### config.mk
export PLATFORM = sky130hd
export DESIGN_NAME = alu_bist_sequencer_flat
export DESIGN_NICKNAME = d
export VERILOG_FILES = /design/src/rtl/alu_bist_sequencer_if.sv /design/src/rtl/alu_bist_sequencer.sv /design/src/flat_wrapper.sv
export SDC_FILE = /design/constraint.sdc
export NUM_CORES = 1
export LEC_CHECK = 0
export ABC_CLOCK_PERIOD_IN_PS = 7600
export CAP_MARGIN = 0
export CORE_UTILIZATION = 35
export CTS_BUF_LIST = sky130_fd_sc_hd__clkbuf_4 sky130_fd_sc_hd__clkbuf_8 sky130_fd_sc_hd__clkbuf_16
export CTS_CLUSTER_DIAMETER = 150
export DETAILED_ROUTE_END_ITERATION = 10
export SETUP_SLACK_MARGIN = 0.3
export SYNTH_ARGS = -nofsm -noshare
export SYNTH_HDL_FRONTEND = slang
export SYNTH_SLANG_ARGS = --single-unit
### constraint.sdc
create_clock -name clk -period 7.6 [get_ports clk]
set_clock_uncertainty 0.1 [all_clocks]
set_input_delay 2.28 -clock clk [delete_from_list [all_inputs] [get_ports clk]]
set_output_delay 2.28 -clock clk [all_outputs]
set_load 0.01 [all_outputs]
### src/rtl/alu_bist_sequencer_if.sv
// ALU stimulus/response bus: the self-test sequencer drives operands and selector (master),
// and the combinational ALU returns result and flags (slave).
interface alu_bist_sequencer_if #(
    parameter int N = 4
);
    logic [N-1:0] alu_a;
    logic [N-1:0] alu_b;
    logic [3:0]   alu_sel_n;
    logic         alu_cin;
    logic [N-1:0] alu_result;
    logic         alu_zero;
    logic         alu_cout;

    modport master (
        output alu_a, alu_b, alu_sel_n, alu_cin,
        input  alu_result, alu_zero, alu_cout
    );

    modport slave (
        input  alu_a, alu_b, alu_sel_n, alu_cin,
        output alu_result, alu_zero, alu_cout
    );
endinterface

### src/rtl/alu_bist_sequencer.sv
// ALU self-test: sweeps opcodes 0..9 x PAIRS LFSR vectors, 2 cycles/vector (DRIVE, SAMPLE), no backpressure.
// Define ALU_BIST_FLAG_CHECK_EN to also check alu_zero (all ops) and alu_cout (add).
module alu_bist_sequencer #(
    parameter int          N     = 4,
    parameter int          PAIRS = 16,
    parameter logic [15:0] SEED  = 16'hACE1
) (
    input  logic                 clk,
    input  logic                 rst,
    alu_bist_sequencer_if.master alu,
    input  logic                 start,
    output logic                 busy,
    output logic                 done,
    output logic                 pass,
    output logic [7:0]           err_count,
    output logic [3:0]           fail_op,
    output logic [N-1:0]         fail_a,
    output logic [N-1:0]         fail_b
);

    typedef enum logic [1:0] {S_IDLE, S_DRIVE, S_SAMPLE, S_DONE} state_e;

    localparam logic [15:0] SEED_EFF  = (SEED == 16'h0000) ? 16'h0001 : SEED;
    localparam logic [15:0] LAST_PAIR = 16'(PAIRS - 1);

    function automatic logic [15:0] lfsr_step(input logic [15:0] l);
        return {l[14:0], l[15] ^ l[13] ^ l[12] ^ l[10]};
    endfunction

    state_e       state_q, state_d;
    logic [3:0]   op_q, op_d, nxt_op;
    logic [15:0]  pair_q, pair_d, nxt_pair;
    logic [15:0]  lfsr_q, lfsr_d;
    logic [N-1:0] a_q, a_d, b_q, b_d;
    logic [3:0]   sel_n_q, sel_n_d;
    logic         cin_q, cin_d;
    logic [7:0]   err_q, err_d;
    logic [3:0]   fail_op_q, fail_op_d;
    logic [N-1:0] fail_a_q, fail_a_d, fail_b_q, fail_b_d;

    logic [N:0]   sum;
    logic [N-1:0] g_res;
    logic         g_cout;
    logic         shift_big;
    logic         mism;

    // Golden ALU evaluated on the registered vector that is held on the ALU ports.
    always_comb begin
        sum       = {1'b0, a_q} + {1'b0, b_q} + {{N{1'b0}}, cin_q};
        g_cout    = sum[N];
        shift_big = (int'({1'b0, b_q}) >= N);
        g_res     = '0;
        case (op_q)
            4'd0:       g_res = sum[N-1:0];
            4'd1:       g_res = b_q - a_q;
            4'd2:       g_res = ~a_q;
            4'd3:       g_res = a_q & b_q;
            4'd4:       g_res = a_q | b_q;
            4'd5:       g_res = a_q ^ b_q;
            4'd6:       g_res = shift_big ? '0 : (a_q >> b_q);
            4'd7, 4'd9: g_res = shift_big ? '0 : (a_q << b_q);
            4'd8:       g_res = shift_big ? {N{a_q[N-1]}} : $unsigned($signed(a_q) >>> b_q);
            default:    g_res = '0;
        endcase
    end

`ifdef ALU_BIST_FLAG_CHECK_EN
    always_comb begin
        mism = (alu.alu_result != g_res);
        if (alu.alu_zero != (g_res == '0)) mism = 1'b1;
        if ((op_q == 4'd0) && (alu.alu_cout != g_cout)) mism = 1'b1;
    end
`else
    logic unused_flags;
    assign unused_flags = alu.alu_zero ^ alu.alu_cout ^ g_cout;
    assign mism         = (alu.alu_result != g_res);
`endif

    always_comb begin
        state_d   = state_q;
        op_d      = op_q;
        pair_d    = pair_q;
        lfsr_d    = lfsr_q;
        a_d       = a_q;
        b_d       = b_q;
        sel_n_d   = sel_n_q;
        cin_d     = cin_q;
        err_d     = err_q;
        fail_op_d = fail_op_q;
        fail_a_d  = fail_a_q;
        fail_b_d  = fail_b_q;
        nxt_op    = op_q;
        nxt_pair  = pair_q;

        case (state_q)
            S_IDLE, S_DONE: begin
                if (start) begin
                    state_d   = S_DRIVE;
                    op_d      = 4'd0;
                    pair_d    = 16'd0;
                    lfsr_d    = lfsr_step(SEED_EFF);
                    a_d       = SEED_EFF[N-1:0];
                    b_d       = SEED_EFF[2*N-1:N];
                    sel_n_d   = 4'hF;
                    cin_d     = 1'b0;
                    err_d     = 8'd0;
                    fail_op_d = 4'd0;
                    fail_a_d  = '0;
                    fail_b_d  = '0;
                end
            end
            S_DRIVE: state_d = S_SAMPLE;
            S_SAMPLE: begin
                // err_q is still zero exactly until the first mismatch of the run.
                if (mism) begin
                    if (err_q != 8'hFF) err_d = err_q + 8'd1;
                    if (err_q == 8'd0) begin
                        fail_op_d = op_q;
                        fail_a_d  = a_q;
                        fail_b_d  = b_q;
                    end
                end
                if (pair_q == LAST_PAIR) begin
                    nxt_op   = op_q + 4'd1;
                    nxt_pair = 16'd0;
                end else begin
                    nxt_pair = pair_q + 16'd1;
                end
                if ((op_q == 4'd9) && (pair_q == LAST_PAIR)) begin
                    state_d = S_DONE;
                end else begin
                    state_d = S_DRIVE;
                    op_d    = nxt_op;
                    pair_d  = nxt_pair;
                    lfsr_d  = lfsr_step(lfsr_q);
                    a_d     = lfsr_q[N-1:0];
                    b_d     = lfsr_q[2*N-1:N];
                    sel_n_d = ~nxt_op;
                    cin_d   = (nxt_op == 4'd0) && nxt_pair[0];
                end
            end
            default: state_d = S_IDLE;
        endcase
    end

    always_ff @(posedge clk) begin
        if (rst) begin
            state_q   <= S_IDLE;
            op_q      <= 4'd0;
            pair_q    <= 16'd0;
            lfsr_q    <= SEED_EFF;
            a_q       <= '0;
            b_q       <= '0;
            sel_n_q   <= 4'hF;
            cin_q     <= 1'b0;
            err_q     <= 8'd0;
            fail_op_q <= 4'd0;
            fail_a_q  <= '0;
            fail_b_q  <= '0;
        end else begin
            state_q   <= state_d;
            op_q      <= op_d;
            pair_q    <= pair_d;
            lfsr_q    <= lfsr_d;
            a_q       <= a_d;
            b_q       <= b_d;
            sel_n_q   <= sel_n_d;
            cin_q     <= cin_d;
            err_q     <= err_d;
            fail_op_q <= fail_op_d;
            fail_a_q  <= fail_a_d;
            fail_b_q  <= fail_b_d;
        end
    end

    assign busy          = (state_q == S_DRIVE) || (state_q == S_SAMPLE);
    assign done          = (state_q == S_DONE);
    assign pass          = done && (err_q == 8'd0);
    assign err_count     = err_q;
    assign fail_op       = fail_op_q;
    assign fail_a        = fail_a_q;
    assign fail_b        = fail_b_q;
    assign alu.alu_a     = a_q;
    assign alu.alu_b     = b_q;
    assign alu.alu_sel_n = sel_n_q;
    assign alu.alu_cin   = cin_q;

endmodule
### src/flat_wrapper.sv
// flat-port wrapper written by rule: the top's interface ports become plain ports
module alu_bist_sequencer_flat 
#(
    parameter int          N     = 4,
    parameter int          PAIRS = 16,
    parameter logic [15:0] SEED  = 16'hACE1
)
  (clk, rst, start, busy, done, pass, err_count, fail_op, fail_a, fail_b, alu_alu_a, alu_alu_b, alu_alu_sel_n, alu_alu_cin, alu_alu_result, alu_alu_zero, alu_alu_cout);
  alu_bist_sequencer_if #(.N(N)) alu_i ();
  input  logic clk;
  input  logic rst;
  input  logic start;
  output logic busy;
  output logic done;
  output logic pass;
  output logic [7:0] err_count;
  output logic [3:0] fail_op;
  output logic [N-1:0] fail_a;
  output logic [N-1:0] fail_b;
  output wire logic [$bits(alu_i.alu_a)-1:0] alu_alu_a;
  output wire logic [$bits(alu_i.alu_b)-1:0] alu_alu_b;
  output wire logic [$bits(alu_i.alu_sel_n)-1:0] alu_alu_sel_n;
  output wire logic [$bits(alu_i.alu_cin)-1:0] alu_alu_cin;
  input wire logic [$bits(alu_i.alu_result)-1:0] alu_alu_result;
  input wire logic [$bits(alu_i.alu_zero)-1:0] alu_alu_zero;
  input wire logic [$bits(alu_i.alu_cout)-1:0] alu_alu_cout;
  assign alu_alu_a = alu_i.alu_a;
  assign alu_alu_b = alu_i.alu_b;
  assign alu_alu_sel_n = alu_i.alu_sel_n;
  assign alu_alu_cin = alu_i.alu_cin;
  assign alu_i.alu_result = alu_alu_result;
  assign alu_i.alu_zero = alu_alu_zero;
  assign alu_i.alu_cout = alu_alu_cout;
  alu_bist_sequencer #(.N(N), .PAIRS(PAIRS), .SEED(SEED)) u_core (.clk(clk), .rst(rst), .alu(alu_i), .start(start), .busy(busy), .done(done), .pass(pass), .err_count(err_count), .fail_op(fail_op), .fail_a(fail_a), .fail_b(fail_b));
endmodule
======== After elaboration in Yosys (flattened, before gate mapping) ========
Cells that the tools add are included.
storage, ports and cells
  output and inout bits ................... 36
  memory bits (read-only) ................. 0
  word-level logic and storage cells ...... 109
  register bits ........................... 71
  memories kept ........................... 0
  memory bits (writable) .................. 0
  bits in latches ......................... 0
operators by class
  multiplexer cells ....................... 45
  $add $sub $neg .......................... 6
  equal/unequal tests ..................... 20
  bitwise logic cells ..................... 8
  div/mod/pow operators ................... 0
  multipliers ............................. 0
  reductions and logical operators ........ 14
  shifts and indexed selects .............. 3
  order comparisons ....................... 1
operators with widths
  operator                                                           count
  16-bit two-way mux                                                 6
  4-bit two-way mux                                                  19
  16-bit case mux with 2 select lines                                2
  4-bit case mux with 2 select lines                                 7
  4-bit case mux with 9 select lines                                 1
  8-bit two-way mux                                                  3
  16-bit by 1-bit adder with 16-bit output (second input constant)   1
  16-bit by 4-bit == test with 1-bit output (second input constant)  1
  4-bit by 3-bit == test with 1-bit output (second input constant)   4
  8-bit case mux with 2 select lines                                 1
  8-bit by 1-bit adder with 8-bit output (second input constant)     1
  4-bit by 2-bit == test with 1-bit output (second input constant)   2
  4-bit == test (second input constant)                              2
  4-bit zero test                                                    2
  8-bit zero test                                                    1
  8-bit != test (second input constant)                              1
  4-bit NOT                                                          2
  4-bit AND reduction                                                2
  2-bit by 1-bit != test with 1-bit output (second input constant)   3
  2-bit case mux with 3 select lines                                 1
  4-bit by 1-bit adder with 4-bit output                             1
  4-bit by 1-bit adder with 4-bit output (second input constant)     1
  4-bit adder                                                        1
  4-bit bitwise AND                                                  1
  other kinds (22)                                                   31

======== Longest topological paths before layout ========
  word-level depth ........................ 7
  gate-level depth with buffers ........... 14
  gate-level depth less buffers ........... 12

======== Worst setup path before layout ========
No wires, ideal clock.
  kind .................................... input -> register
  start ................................... input port start
  end ..................................... register u_core.lfsr_q[0]
  required time ........................... 7.371 ns
  arrival time ............................ 3.421 ns
  slack ................................... 3.950 ns
  setup time .............................. 0.129 ns
  stages .................................. 7
  path through ............................ mux2i_1 > or2_2 > clkbuf_1 > clkbuf_1 > a21oi_1 > a21oi_1 > nand2_1
between the ends
  word-level cells in the longest chain between the ends .. 2
ends and longest elaborated chain
  item                           line                       RTL
  start, declared                flat_wrapper.sv:12         input logic start;
  2-bit != test (no line)        -
  3-bit AND reduction (no line)  -
  end signal, assigned           alu_bist_sequencer.sv:164  lfsr_q <= lfsr_d;
  end, declared                  alu_bist_sequencer.sv:33   logic [15:0] lfsr_q, lfsr_d;
No other way between the ends.
A chain may end at the register's enable or synchronous reset.

==> key figures <==
Run status
  – Status: complete, no violations

Critical path
  – Reg2Reg Depth: 10
  – Worst R2R Start: u_core.alu.alu_b[1]
  – Critical path type: in -> reg
  – Cells along the critical path: clkdlybuf4s50_1, buf_4, clkinv_1, nand2_1, nor2_1
  – Slowest cell on the critical path: clkinv_1
  – Critical path endpoint category: register
  – Reg-to-reg slack, setup: 3.79 ns
  – Reg2reg end: u_core.err_count[2]
  – Startpoint types: input pin
  – Crit-path max FO: 46
  – Worst Path Buf+Inv: 3
  – Critical Path RT: 7.71 ns
  – CP top delay family: buffers and inverters
  – Crit-path max cell delay: approximately 0.64 ns
  – Worst endpoint data arrival time: 4.40 ns

Synth
  – Yosys warns: 0
  – Synth Flop Type: dfxtp_1
  – Synth Instances: slightly below 500
  – Mapped cell area: 0.00394 mm2
  – Synth Register Bits: 66
  – Seq/Total Area, Yosys: 0.335
  – Syn Nets: approximately 530
  – Ys async rst share: 0
  – Post-synthesis cell type count: 64
  – Number of enable flip-flop cells after synthesis: 0
  – Syn_area_per_cell: approximately 8.0 um2

Min path
  – Worst hold path depth: 2
  – HP Class: reg -> reg
  – Hold Startpoint: u_core.lfsr_q[14]
  – Hold Path Sink: u_core.lfsr_q[14]

Global routing
  – Initial antenna violation count: 0
  – First-pass GRT wire length: about 17000 um
  – Largest net degree at the start of global routing: 47
  – GR Overflow Total: 0
  – Gr usage total: 0.183
  – Vias in the first global route: about 3500

Timing
  – Setup TNS: 0 ns
  – Max-slew violation count: 0
  – Unrepaired setup endpoints after global routing: no
  – Worst-margin pin slew: 0.838 ns
  – Final min period: 4.30 ns
  – Final Worst Setup Slack: 3.30 ns
  – Final-report hold violation count: 0
  – FMAX: 233 MHz
  – Relative slew slack: 0.442
  – # setup viols final: 0
  – Tcrit/Tclk final: 0.566

Clocking
  – Post-CTS Setup Inserts: 0
  – TritonCTS clock tree: done
  – Clk sinks: 66
  – CTS Root Cell: clkbuf_8
  – CTS Buf Count: 9
  – Worst skew pair latency: between 0.3 and 0.4 ns
  – H-tree depth: 3
  – Reg clk slew, reported paths: 0.07 ns
  – Post-CTS Hold Fix Bufs: 0
  – Resize count post-CTS: 0
  – Clock buffer depth: 2

Drt
  – Vias: 3600
  – DRT Pass-1 Iters: 5
  – DRC errors left: 0
  – Total routed wirelength: 10100 um
  – Vias/cell: approximately 5.5
  – Antenna-violating nets left: 0
  – Avg WL per Cell: between 15 and 20 um
  – Initial DRC count: 250

Power
  – P per Cell Area: between 200 and 300 mW/mm2
  – Max VDD drop: 0.122 mV
  – Leak Pwr: 0.00161 uW

Job
  – # Max-Cap Violations: 0

Placement
  – DP Area: around 0.0044 mm2
  – DP Cell Count: 640
  – Post-DP HPWL: 6920 um
  – Dpl ws: 2.89 ns
  – Port Buffers: 42
  – Routability-driven placement congestion ratio: 0.827

Cells and area
  – Non-Filler Instances: 656
  – Layout cells sized above 1: 0.0620
  – Diode count: 0
  – Layout Nets: 545
  – Area delta synth->final: 16.6%
  – Post-route cell area: ~0.0046 mm2
  – Fin util: 0.422
  – # fillers: 1106

Die
  – Die width: 108 um
  – FP Rows: 38
  – Die Area: 0.0117 mm2
  – Initial Util: 0.362
  – Core Area: roughly 0.011 mm2
  – Die Y: 108 um
  – IO Pins: 45
metrics by stage:
step / total power [uW] / hold WS, ns
floorplan: 761 / 0.331
global placement: 874 / 0.344
detailed placement: 884 / 0.350
CTS: 1190 / 0.361
global route: 1270 / 0.372
finish: 1180 / 0.359
cell families (layout without fill, tap and decap cells):
kind of cell	count (synthesis)	count (layout)	synth area share
simple gates	178	178	0.232
mux	6	6	0.0152
xor+xnor	17	17	0.0378
buf+inv	65	90	0.0712
flops	66	66	0.335
fa+ha+maj	25	25	0.0851
compound gates	134	134	0.223
routing by layer:
metal  GRT usage  vias to the layer above  wire [um]  part of all wire
met5           0                        -          0                 0
met2       0.300                       71       4800              0.48
met3      0.0265                       12        313             0.031
met1       0.245                     1710       4810              0.48
li1            -                     1807          -                 -
met4      0.0568                        0        137             0.014
how the worst max path moves through the flow:
stage	start	to	slack [ns]	cells past startpoint
after global placement	rst	u_core.pair_q[8]	2.89	5
after global routing	rst	u_core.pair_q[9]	3.08	5
after floorplan	start	u_core.lfsr_q[0]	3.95	7
final	rst	u_core.pair_q[2]	3.30	5
after detailed placement	rst	u_core.pair_q[2]	2.89	5
after CTS	rst	u_core.pair_q[2]	3.25	5
synthesized netlist by cell type, types with 3 or more instances:
library cell / count / area [um2]
buf_2: 5 / 25.0
nor2_1: 42 / 158
xnor2_1: 6 / 52.6
nand2b_1: 5 / 31.3
ha_1: 22 / 275
and3_1: 5 / 31.3
fa_1: 3 / 60.1
a21o_1: 3 / 22.5
o211ai_1: 3 / 22.5
mux2i_1: 6 / 60.1
nand4_1: 21 / 131
a21boi_0: 3 / 22.5
clkbuf_1: 22 / 82.6
nor3_1: 6 / 30.0
o21ai_0: 36 / 180
a211oi_1: 5 / 37.5
a31oi_1: 4 / 25.0
o32ai_1: 3 / 26.3
nor4_1: 4 / 25.0
nand3b_1: 5 / 37.5
o22ai_1: 3 / 18.8
a21oi_1: 42 / 210
and4_1: 3 / 26.3
a22oi_1: 8 / 60.1
or4_1: 3 / 22.5
nand3_1: 25 / 125
buf_4: 6 / 45.0
or3_1: 7 / 43.8
nand2_1: 40 / 150
xor2_1: 11 / 96.3
inv_1: 28 / 105
dfxtp_1: 66 / 1320
layout by cell type, fill, tap and decap left out, drive strengths merged, types with 4 or more instances in the layout:
| master | n |
|---|---|
| dfxtp | 66 |
| xnor2 | 6 |
| a31oi | 4 |
| nand3 | 26 |
| o21ai | 37 |
| o311ai | 4 |
| a22oi | 8 |
| and3 | 5 |
| xor2 | 11 |
| clkdlybuf4s50 | 42 |
| and4 | 4 |
| nor2 | 42 |
| o211ai | 4 |
| nand2b | 5 |
| a21oi | 43 |
| mux2i | 6 |
| nand2 | 40 |
| nand4 | 21 |
| nand3b | 5 |
| clkbuf | 10 |
| ha | 22 |
| or3 | 7 |
| nor4 | 4 |
| inv | 28 |
| nor3 | 6 |
| a211oi | 5 |
report_power, final:
part / internal [uW] / switching, uW / total (uW)
combinational: 169 / 277 / 446
sequential: 378 / 56.6 / 435
clock: 160 / 139 / 300
total: 707 / 473 / 1180
state kept, by name, indices dropped and copies added, names as in the netlist, 4 cells and up:
name                  flops
u_core.pair_q            16
u_core.lfsr_q            13
u_core.err_count          8
u_core.alu.alu_sel_n      4
u_core.fail_a             4
u_core.fail_b             4
u_core.fail_op            4
u_core.op_q               4
layout make-up:
class                   instances  area [um2]  share of cell area
multi-input cells             360        2340               0.510
flip-flops and latches         66        1320               0.288
clock inverters                 6        66.3              0.0144
inverters                      29         109              0.0237
clock buffers                  10         138              0.0300
well taps                     140         175              0.0381
repair buffers                 45         443              0.0965
tightest hold or removal path: cells and delay by family, from the launching register on:
| kind | cells | cell delay (ns) |
|---|---|---|
| DFF | 1 | 0.32 |
| AOI/OAI and AO/OA | 1 | 0.05 |
| and+or+nand+nor | 1 | 0.05 |
Power figures use the tool's default switching activity.
